===== src/rtl/mcu_core_mc_if.sv =====
// mcu_core_mc_if -- data-memory request/acknowledge bus of the multi-cycle core.
//
// Signals:
//   dmem_req    core -> mem  request; held high until the ack cycle
//   dmem_we     core -> mem  1 = write, 0 = read
//   dmem_addr   core -> mem  word address (DADDR_W bits)
//   dmem_wdata  core -> mem  write data (DATA_W bits)
//   dmem_rdata  mem -> core  read data, valid in the ack cycle
//   dmem_ack    mem -> core  completes the request; ignored while dmem_req=0
//
// Modports: master = the core, slave = the memory / responder.
interface mcu_core_mc_if #(
  parameter int DATA_W  = 32,
  parameter int DADDR_W = 11
);
  logic               dmem_req;
  logic               dmem_we;
  logic [DADDR_W-1:0] dmem_addr;
  logic [DATA_W-1:0]  dmem_wdata;
  logic [DATA_W-1:0]  dmem_rdata;
  logic               dmem_ack;

  modport master (
    output dmem_req, dmem_we, dmem_addr, dmem_wdata,
    input  dmem_rdata, dmem_ack
  );

  modport slave (
    input  dmem_req, dmem_we, dmem_addr, dmem_wdata,
    output dmem_rdata, dmem_ack
  );
endinterface


===== src/rtl/mcu_core_mc.sv =====
// mcu_core_mc -- multi-cycle Harvard core.
//
// Each instruction walks FETCH -> DECODE -> EXEC (3 cycles); loads, stores,
// PUSH and POP add a MEM phase that waits for the data-memory acknowledge.
// Also provides a bounded hardware stack with a sticky error flag, NPORTS
// output ports and a HALT state left through the resume input.
//
// Ports:
//   clk         system clock, rising edge
//   rst         asynchronous active-low reset
//   imem_addr   instruction address (= pc)
//   imem_rdata  instruction word, valid in the same cycle (async ROM)
//   bus         data-memory handshake (mcu_core_mc_if.master); the interface
//               instance must use the same DATA_W / DADDR_W as this core
//   resume      leaves HALT, continuing at the following instruction
//   port_out    output ports, port k = bits [k*PORT_W +: PORT_W]
//   flags       {C,S,Z}
//   halted      high while in HALT
//   stk_err     sticky stack overflow / underflow
module mcu_core_mc #(
  parameter int DATA_W    = 32,
  parameter int PC_W      = 10,
  parameter int RA_W      = 3,
  parameter int DADDR_W   = 11,
  parameter int STK_BASE  = 1024,
  parameter int STK_DEPTH = 16,
  parameter int NPORTS    = 2,
  parameter int PORT_W    = 8
) (
  input  logic                     clk,
  input  logic                     rst,
  output logic [PC_W-1:0]          imem_addr,
  input  logic [31:0]              imem_rdata,
  mcu_core_mc_if.master            bus,
  input  logic                     resume,
  output logic [NPORTS*PORT_W-1:0] port_out,
  output logic [2:0]               flags,
  output logic                     halted,
  output logic                     stk_err
);

  localparam int NREG = 1 << RA_W;
  localparam int SP_W = $clog2(STK_DEPTH + 1);

  localparam logic [3:0] OP_ADD  = 4'h1;
  localparam logic [3:0] OP_SUB  = 4'h2;
  localparam logic [3:0] OP_AND  = 4'h3;
  localparam logic [3:0] OP_OR   = 4'h4;
  localparam logic [3:0] OP_XOR  = 4'h5;
  localparam logic [3:0] OP_ADDI = 4'h6;
  localparam logic [3:0] OP_LD   = 4'h7;
  localparam logic [3:0] OP_ST   = 4'h8;
  localparam logic [3:0] OP_PUSH = 4'h9;
  localparam logic [3:0] OP_POP  = 4'hA;
  localparam logic [3:0] OP_JMP  = 4'hB;
  localparam logic [3:0] OP_JZ   = 4'hC;
  localparam logic [3:0] OP_JC   = 4'hD;
  localparam logic [3:0] OP_OUT  = 4'hE;
  localparam logic [3:0] OP_HLT  = 4'hF;

  localparam logic [DADDR_W-1:0] STK_BASE_A = DADDR_W'(STK_BASE);
  localparam logic [SP_W-1:0]    SP_FULL    = SP_W'(STK_DEPTH);

  typedef enum logic [2:0] {
    ST_FETCH  = 3'd0,
    ST_DECODE = 3'd1,
    ST_EXEC   = 3'd2,
    ST_MEM    = 3'd3,
    ST_HALT   = 3'd4
  } state_t;

  state_t                     state_r, state_s;
  logic [PC_W-1:0]            pc_r, pc_s;
  logic [31:0]                ir_r;
  logic [DATA_W-1:0]          a_r, b_r;
  logic [NREG-1:0][DATA_W-1:0] regs_r;
  logic [SP_W-1:0]            sp_r;
  logic [2:0]                 flags_r;
  logic [NPORTS*PORT_W-1:0]   port_out_r;
  logic                       halted_r;
  logic                       stk_err_r;
  logic                       dmem_req_r;
  logic                       dmem_we_r;
  logic [DADDR_W-1:0]         dmem_addr_r;
  logic [DATA_W-1:0]          dmem_wdata_r;

  // Decoded instruction fields; only the low RA_W bits of register fields count.
  logic [3:0]         op_s;
  logic [RA_W-1:0]    rd_s, rs1_s, rs2_s;
  logic [15:0]        imm_s;
  logic [DATA_W-1:0]  simm_s;
  logic               unused_ir_s;

  assign op_s   = ir_r[31:28];
  assign rd_s   = ir_r[24 +: RA_W];
  assign rs1_s  = ir_r[20 +: RA_W];
  assign rs2_s  = ir_r[16 +: RA_W];
  assign imm_s  = ir_r[15:0];
  assign simm_s = {{(DATA_W-16){imm_s[15]}}, imm_s};
  // High register-field bits are don't-care for small RA_W.
  assign unused_ir_s = ^ir_r;

  // ALU result, carry and "this op updates rd/flags" indication.
  logic [DATA_W:0]   add_s;
  logic [DATA_W-1:0] alu_res_s;
  logic              alu_c_s;
  logic              alu_op_s;

  // Combinational ALU for ops 1..6.
  always_comb begin
    add_s     = '0;
    alu_res_s = '0;
    alu_c_s   = 1'b0;
    alu_op_s  = 1'b0;
    case (op_s)
      OP_ADD, OP_ADDI: begin
        add_s     = {1'b0, a_r} + {1'b0, ((op_s == OP_ADDI) ? simm_s : b_r)};
        alu_res_s = add_s[DATA_W-1:0];
        alu_c_s   = add_s[DATA_W];
        alu_op_s  = 1'b1;
      end
      OP_SUB: begin
        alu_res_s = a_r - b_r;
        alu_c_s   = (a_r < b_r);
        alu_op_s  = 1'b1;
      end
      OP_AND: begin
        alu_res_s = a_r & b_r;
        alu_op_s  = 1'b1;
      end
      OP_OR: begin
        alu_res_s = a_r | b_r;
        alu_op_s  = 1'b1;
      end
      OP_XOR: begin
        alu_res_s = a_r ^ b_r;
        alu_op_s  = 1'b1;
      end
      default: begin
        alu_op_s = 1'b0;
      end
    endcase
  end

  // Memory-class decode, stack bound check and data address.
  logic               mem_op_s;
  logic               stk_fault_s;
  logic [DADDR_W-1:0] ea_s;
  logic [DADDR_W-1:0] daddr_s;
  logic               jmp_take_s;

  assign mem_op_s    = (op_s == OP_LD) || (op_s == OP_ST) ||
                       (op_s == OP_PUSH) || (op_s == OP_POP);
  assign stk_fault_s = ((op_s == OP_PUSH) && (sp_r == SP_FULL)) ||
                       ((op_s == OP_POP) && (sp_r == '0));
  assign ea_s        = a_r[DADDR_W-1:0] + simm_s[DADDR_W-1:0];

  // Data address mux: POP reads the slot below SP, PUSH writes the slot at SP.
  always_comb begin
    daddr_s = ea_s;
    case (op_s)
      OP_PUSH: daddr_s = STK_BASE_A + DADDR_W'(sp_r);
      OP_POP:  daddr_s = STK_BASE_A + DADDR_W'(sp_r) - DADDR_W'(1);
      default: daddr_s = ea_s;
    endcase
  end

  // Branch condition evaluated against the flags left by earlier ALU ops.
  always_comb begin
    jmp_take_s = 1'b0;
    case (op_s)
      OP_JMP:  jmp_take_s = 1'b1;
      OP_JZ:   jmp_take_s = flags_r[0];
      OP_JC:   jmp_take_s = flags_r[2];
      default: jmp_take_s = 1'b0;
    endcase
  end

  // Next-state and next-pc logic of the sequencer.
  always_comb begin
    state_s = state_r;
    pc_s    = pc_r;
    case (state_r)
      ST_FETCH:  state_s = ST_DECODE;
      ST_DECODE: state_s = ST_EXEC;
      ST_EXEC: begin
        if (op_s == OP_HLT) begin
          state_s = ST_HALT;
        end else if (mem_op_s && !stk_fault_s) begin
          // pc advances only once the memory access completes
          state_s = ST_MEM;
        end else if (jmp_take_s) begin
          state_s = ST_FETCH;
          pc_s    = imm_s[PC_W-1:0];
        end else begin
          state_s = ST_FETCH;
          pc_s    = pc_r + PC_W'(1);
        end
      end
      ST_MEM: begin
        if (bus.dmem_ack) begin
          state_s = ST_FETCH;
          pc_s    = pc_r + PC_W'(1);
        end else begin
          state_s = ST_MEM;
        end
      end
      ST_HALT: begin
        if (resume) begin
          state_s = ST_FETCH;
          pc_s    = pc_r + PC_W'(1);
        end else begin
          state_s = ST_HALT;
        end
      end
      default: begin
        state_s = ST_FETCH;
      end
    endcase
  end

  // Sequencer state and program counter.
  always_ff @(posedge clk or negedge rst) begin
    if (!rst) begin
      state_r <= ST_FETCH;
      pc_r    <= '0;
    end else begin
      state_r <= state_s;
      pc_r    <= pc_s;
    end
  end

  // Instruction register and operand latches.
  always_ff @(posedge clk or negedge rst) begin
    if (!rst) begin
      ir_r <= '0;
      a_r  <= '0;
      b_r  <= '0;
    end else if (state_r == ST_FETCH) begin
      ir_r <= imem_rdata;
    end else if (state_r == ST_DECODE) begin
      a_r <= regs_r[rs1_s];
      b_r <= regs_r[rs2_s];
    end
  end

  // Register-file write port: ALU results in EXEC, load/pop data on ack.
  logic              rf_we_s;
  logic [DATA_W-1:0] rf_wd_s;

  // Register-file write select.
  always_comb begin
    rf_we_s = 1'b0;
    rf_wd_s = alu_res_s;
    if ((state_r == ST_EXEC) && alu_op_s) begin
      rf_we_s = 1'b1;
    end else if ((state_r == ST_MEM) && bus.dmem_ack &&
                 ((op_s == OP_LD) || (op_s == OP_POP))) begin
      rf_we_s = 1'b1;
      rf_wd_s = bus.dmem_rdata;
    end else begin
      rf_we_s = 1'b0;
    end
  end

  // Register file; r0 is never written so it always reads zero.
  always_ff @(posedge clk or negedge rst) begin
    if (!rst) begin
      regs_r <= '0;
    end else if (rf_we_s && (rd_s != '0)) begin
      regs_r[rd_s] <= rf_wd_s;
    end
  end

  // Flags, output ports, halt indicator and sticky stack error.
  always_ff @(posedge clk or negedge rst) begin
    if (!rst) begin
      flags_r    <= 3'b000;
      port_out_r <= '0;
      halted_r   <= 1'b0;
      stk_err_r  <= 1'b0;
    end else if (state_r == ST_EXEC) begin
      if (alu_op_s) begin
        flags_r <= {alu_c_s, alu_res_s[DATA_W-1], (alu_res_s == '0)};
      end
      if (op_s == OP_OUT) begin
        // port indices at or beyond NPORTS match nothing and act as NOP
        for (int k = 0; k < NPORTS; k++) begin
          if (imm_s == 16'(k)) begin
            port_out_r[k*PORT_W +: PORT_W] <= a_r[PORT_W-1:0];
          end
        end
      end
      if (op_s == OP_HLT) begin
        halted_r <= 1'b1;
      end
      if (stk_fault_s) begin
        stk_err_r <= 1'b1;
      end
    end else if ((state_r == ST_HALT) && resume) begin
      halted_r <= 1'b0;
    end
  end

  // Data-memory request: raised leaving EXEC, held stable until the ack cycle.
  always_ff @(posedge clk or negedge rst) begin
    if (!rst) begin
      dmem_req_r   <= 1'b0;
      dmem_we_r    <= 1'b0;
      dmem_addr_r  <= '0;
      dmem_wdata_r <= '0;
    end else if ((state_r == ST_EXEC) && mem_op_s && !stk_fault_s) begin
      dmem_req_r   <= 1'b1;
      dmem_we_r    <= (op_s == OP_ST) || (op_s == OP_PUSH);
      dmem_addr_r  <= daddr_s;
      dmem_wdata_r <= b_r;
    end else if ((state_r == ST_MEM) && bus.dmem_ack) begin
      dmem_req_r <= 1'b0;
      dmem_we_r  <= 1'b0;
    end
  end

  // Stack pointer moves only when the stack access is acknowledged.
  always_ff @(posedge clk or negedge rst) begin
    if (!rst) begin
      sp_r <= '0;
    end else if ((state_r == ST_MEM) && bus.dmem_ack) begin
      if (op_s == OP_PUSH) begin
        sp_r <= sp_r + SP_W'(1);
      end else if (op_s == OP_POP) begin
        sp_r <= sp_r - SP_W'(1);
      end
    end
  end

  assign imem_addr      = pc_r;
  assign port_out       = port_out_r;
  assign flags          = flags_r;
  assign halted         = halted_r;
  assign stk_err        = stk_err_r;
  assign bus.dmem_req   = dmem_req_r;
  assign bus.dmem_we    = dmem_we_r;
  assign bus.dmem_addr  = dmem_addr_r;
  assign bus.dmem_wdata = dmem_wdata_r;

endmodule

===== src/flat_wrapper.sv =====
// flat-port wrapper written by rule: the top's interface ports become plain ports
module mcu_core_mc_flat 
#(
  parameter int DATA_W    = 32,
  parameter int PC_W      = 10,
  parameter int RA_W      = 3,
  parameter int DADDR_W   = 11,
  parameter int STK_BASE  = 1024,
  parameter int STK_DEPTH = 16,
  parameter int NPORTS    = 2,
  parameter int PORT_W    = 8
)
  (clk, rst, imem_addr, imem_rdata, resume, port_out, flags, halted, stk_err, bus_dmem_req, bus_dmem_we, bus_dmem_addr, bus_dmem_wdata, bus_dmem_rdata, bus_dmem_ack);
  mcu_core_mc_if #(.DATA_W(DATA_W), .DADDR_W(DADDR_W)) bus_i ();
  input  logic clk;
  input  logic rst;
  output logic [PC_W-1:0] imem_addr;
  input  logic [31:0] imem_rdata;
  input  logic resume;
  output logic [NPORTS*PORT_W-1:0] port_out;
  output logic [2:0] flags;
  output logic halted;
  output logic stk_err;
  output wire logic [$bits(bus_i.dmem_req)-1:0] bus_dmem_req;
  output wire logic [$bits(bus_i.dmem_we)-1:0] bus_dmem_we;
  output wire logic [$bits(bus_i.dmem_addr)-1:0] bus_dmem_addr;
  output wire logic [$bits(bus_i.dmem_wdata)-1:0] bus_dmem_wdata;
  input wire logic [$bits(bus_i.dmem_rdata)-1:0] bus_dmem_rdata;
  input wire logic [$bits(bus_i.dmem_ack)-1:0] bus_dmem_ack;
  assign bus_dmem_req = bus_i.dmem_req;
  assign bus_dmem_we = bus_i.dmem_we;
  assign bus_dmem_addr = bus_i.dmem_addr;
  assign bus_dmem_wdata = bus_i.dmem_wdata;
  assign bus_i.dmem_rdata = bus_dmem_rdata;
  assign bus_i.dmem_ack = bus_dmem_ack;
  mcu_core_mc #(.DATA_W(DATA_W), .PC_W(PC_W), .RA_W(RA_W), .DADDR_W(DADDR_W), .STK_BASE(STK_BASE), .STK_DEPTH(STK_DEPTH), .NPORTS(NPORTS), .PORT_W(PORT_W)) u_core (.clk(clk), .rst(rst), .imem_addr(imem_addr), .imem_rdata(imem_rdata), .bus(bus_i), .resume(resume), .port_out(port_out), .flags(flags), .halted(halted), .stk_err(stk_err));
endmodule

===== config.mk =====
export PLATFORM = sky130hd
export DESIGN_NAME = mcu_core_mc_flat
export DESIGN_NICKNAME = d
export VERILOG_FILES = /design/src/rtl/mcu_core_mc_if.sv /design/src/rtl/mcu_core_mc.sv /design/src/flat_wrapper.sv
export SDC_FILE = /design/constraint.sdc
export NUM_CORES = 1
export LEC_CHECK = 0
export BUFFER_PORTS_ARGS = -buffer_cell sky130_fd_sc_hd__buf_2
export CORE_MARGIN = 2
export CORE_UTILIZATION = 46
export DETAILED_ROUTE_END_ITERATION = 10
export GPL_TIMING_DRIVEN = 0
export HOLD_SLACK_MARGIN = 0.1
export PLACE_DENSITY = 0.63
export SLEW_MARGIN = 15
export SYNTH_ARGS = -nofsm -noshare
export SYNTH_HDL_FRONTEND = slang
export SYNTH_SLANG_ARGS = --single-unit

===== constraint.sdc =====
create_clock -name clk -period 4.42 [get_ports clk]
set_clock_uncertainty 0.1 [all_clocks]
set_input_delay 0.442 -clock clk [delete_from_list [all_inputs] [get_ports clk]]
set_output_delay 0.442 -clock clk [all_outputs]
set_load 0.01 [all_outputs]

==> impl_metrics.toml <==
[routing]
viasPerCell = 6.12
ant_nets = 0
routedWlPerCell_um = 24.3
drt-total-wl_um = 91000
drc = 0
first_pass_iters = 5
drtIter0Drc = 1972
vias = 22859

[worst_setup_path]
cp.required_ns = 4.86
crit_slowest_cell = "dfrtp_1"
rrSetupSlack_ns = -0.15
slowest_delay_ns = 0.41
start_kind = "flip-flop"
critical_path.endpoint_type = "flip-flop"
crit_chain = "buf_6, nand2b_4, nor2_4, buf_4, clkbuf_8, o21ai_0, ha_2, buf_4, nand2_1, a21oi_1, a221oi_4, buf_12, a31o_4, buf_12, o31ai_1, mux2i_1, nand4b_1, buf_4, nor4_4, nand4_1, nand2_1"
path_max_fanout = 10
crit_path_frequent_cell = "buf_4"
arrival_ns = 5.01
critical_path_class = "reg -> reg"
reg2regPathDepth = 21

[floorplanning]
chipHeight_um = 243
die-area_sq_mm = 0.0592
fp-row-count = 87
start_util_pct = 46.6
die_w_um = 243
io_pins = 144
core_sq_mm = 0.0565

[global_routing]
grt.overflow.total = 0
grt_antenna_before_repair = 0
grt_usage_pct = 30.4
grt_pass1_vias = 22484
grt_max_degree = 111
grt_pass1_wl_um = 137000

[status]
violations = "negative setup slack"
outcome = "finished with violations"

[yosys]
ys_seq_area_share_pct = 41.1
synth_top_family_by_area = "compound AO/OA/AOI/OAI gates"
syn_area_per_cell_sq_um = 9.84
synth.area.mux_share_pct = 15.5
synth_adder_area_share_pct = 7.62
synth_edf_count = 0
synth_cells = 2677
syn-num-nets = 2903
yosysWarnings = 0
synth_area_sq_mm = 0.0264
ys_ff_latch = 433
synth-simple-area-share_pct = 12.0
synth_xor_xnor_area_share_pct = 1.93
synthFlopType = "dfrtp_1"
ys_types = 84
synth_compound_area_share_pct = 17.3
async_reset_ff_share_pct = 100

[clock_network]
htree_levels = 2
clkTransAtPathRegs_ns = 0.06
clock-sinks = 433
clk_latency_ns = 0.61
clk_path_buf_depth = 3
numCtsBuffers = 48
cts-root-buf = "clkbuf_16"
cts_tree = "built"

[timing]
rsz0062_at_grt = "yes"
slew_headroom_pct = 23.6
slew_viol_final = 0
max_slew.worst_pin.slew_ns = 1.14
fin_crit_ns = 4.57
timing_hold_violations_final = 0
finalSetupTns_ns = -0.146
fmax_mhz = 219
fin_crit_sh_pct = 103
finalSetupViolCount = 1
finalWorstSetupSlack_ns = -0.146

[final_layout]
drive_gt1_share_pct = 17.9
multi_input_area_sq_mm = 0.0147
fin_nets = 3172
syn2layout_area_growth_pct = 17.2
diodes = 0
fillCellCount = 5011
layout.area.seq_sq_mm = 0.0108

[place]
place.detailed.hpwl_um = 68700
gp_congestion = 0.966
numPortBuffers = 140

[run]
maxCapViolCount = 0

[min_path]
worstHoldPathCells = 3
worstHoldPathType = "in -> reg"
-- cells in the final DEF, fill, tap and decap left out, drive strengths merged, types with 7 or more instances in the layout --
master	netlist	final
dfrtp	433	433
a21oi	290	290
nand2	279	279
o21ai	275	275
nor2	254	254
clkbuf	161	231
buf	37	224
ha	154	154
mux4	128	128
inv	109	110
mux2i	80	80
xnor2	42	42
mux2	36	36
dlygate4sd3	0	35
nand3	29	29
nor3	28	28
a221oi	22	22
nor2b	19	19
a21o	19	19
a22oi	17	17
nor4	17	17
a211oi	17	17
o211ai	16	16
xor2	16	16
nand4	14	14
nand2b	14	14
o21bai	12	12
o31ai	12	12
a21boi	12	12
nor3b	9	9
o22ai	8	8
a31oi	8	8
o221ai	8	8
clkinv	0	8
and3	7	7
and2	7	7
or3	7	7
-- final cells by class --
cell class	instances	share of cell area, %
clock inverters	13	0.592
clock buffers	73	4.58
multi-input cells	1937	47.7
plain buffers	195	2.63
inverters	109	1.32
flip-flops and latches	433	35.1
repair buffers	222	5.04
well taps	756	3.06
-- sequential cells by signal (all words and copies together) (netlist names), 5 cells and up --
signal / cells
u_core.a_r: 32
u_core.b_r: 32
u_core.bus.dmem_addr: 11
u_core.bus.dmem_wdata: 32
u_core.imem_addr: 10
u_core.ir_r: 29
u_core.port_out: 16
u_core.regs_r: 256
u_core.sp_r: 5
-- logic make-up after synthesis --
group / after synthesis
mux: 244
xor+xnor: 58
compound gates: 763
fa+ha+maj: 158
simple gates: 714
flops: 433
buf+inv: 307
-- Yosys cell counts (15+ instances only) --
library cell,number,area (sq um)
nand3_1,29,145
mux4_2,128,2880
mux2i_1,80,801
ha_1,154,1930
o21ai_0,272,1360
o211ai_1,16,120
buf_1,23,86.3
mux2_2,36,405
nor4_1,15,93.8
a21o_1,19,143
nor3_1,24,120
a22oi_1,17,128
xor2_1,16,140
nor2b_1,19,119
a21oi_1,285,1430
a211oi_1,16,120
a221oi_1,20,175
dfrtp_1,433,10800
nor2_1,254,953
clkbuf_1,160,601
inv_1,109,409
nand2_1,279,1050
xnor2_1,42,368
-- critical path: cells and delay by family (launching register included) --
family                     cells  cell delay (ns)
muxes                          1             0.36
buffers and inverters          7             1.05
AOI/OAI and AO/OA              5             1.04
adders and majority gates      1             0.40
DFF                            1             0.41
and+or+nand+nor                7             1.15
-- what timing repair did --
action / in CTS / in global routing
setup buffers: 28 / 13
hold buffers: 35 / 0
resized for setup: 54 / 54
endpoints found under the hold margin: 109 / 0
pin swaps: 25 / 28
setup endpoints to repair: 199 / 124
-- metal layers --
layer | up-vias | wire (um) | track usage [%]
li1 | 10162 | - | -
met5 | - | 0 | 0
met1 | 11529 | 37200 | 40.5
met4 | 0 | 3520 | 11.5
met3 | 194 | 6460 | 4.60
met2 | 974 | 43800 | 50.4
-- metrics by stage --
step | setup WS, ns | utilization [%] | hold slack (ns) | std cells | area [sq um]
final | -0.146 | 54.7 | 0.111 | 3738 | 30900
after global routing | -0.215 | 54.7 | 0.114 | 3738 | 30900
after CTS | -0.103 | 54.1 | 0.104 | 3726 | 30600
after detailed placement | -1.66 | 49.8 | 0.347 | 3579 | 28100
after global placement | -5.74 | 49.6 | 0.348 | 3573 | 28000
after floorplan | 0.403 | - | 0.0464 | 2677 | 26400
-- worst paths after layout --
| check | start | end |
|---|---|---|
| max | u_core.ir_r[30] | u_core.flags[0] |
| min | bus_dmem_rdata[23] | u_core.regs_r[87] |
| max reg2reg | u_core.ir_r[30] | u_core.flags[0] |
| min reg2reg | u_core.stk_err | u_core.stk_err |
| max in group asynchronous | rst | u_core.regs_r[186] |
| min in group asynchronous | rst | u_core.imem_addr[5] |
Power is left out: the tool's default activity adds up to more than one toggle a clock period on the data nets, which glitch-free logic cannot reach.
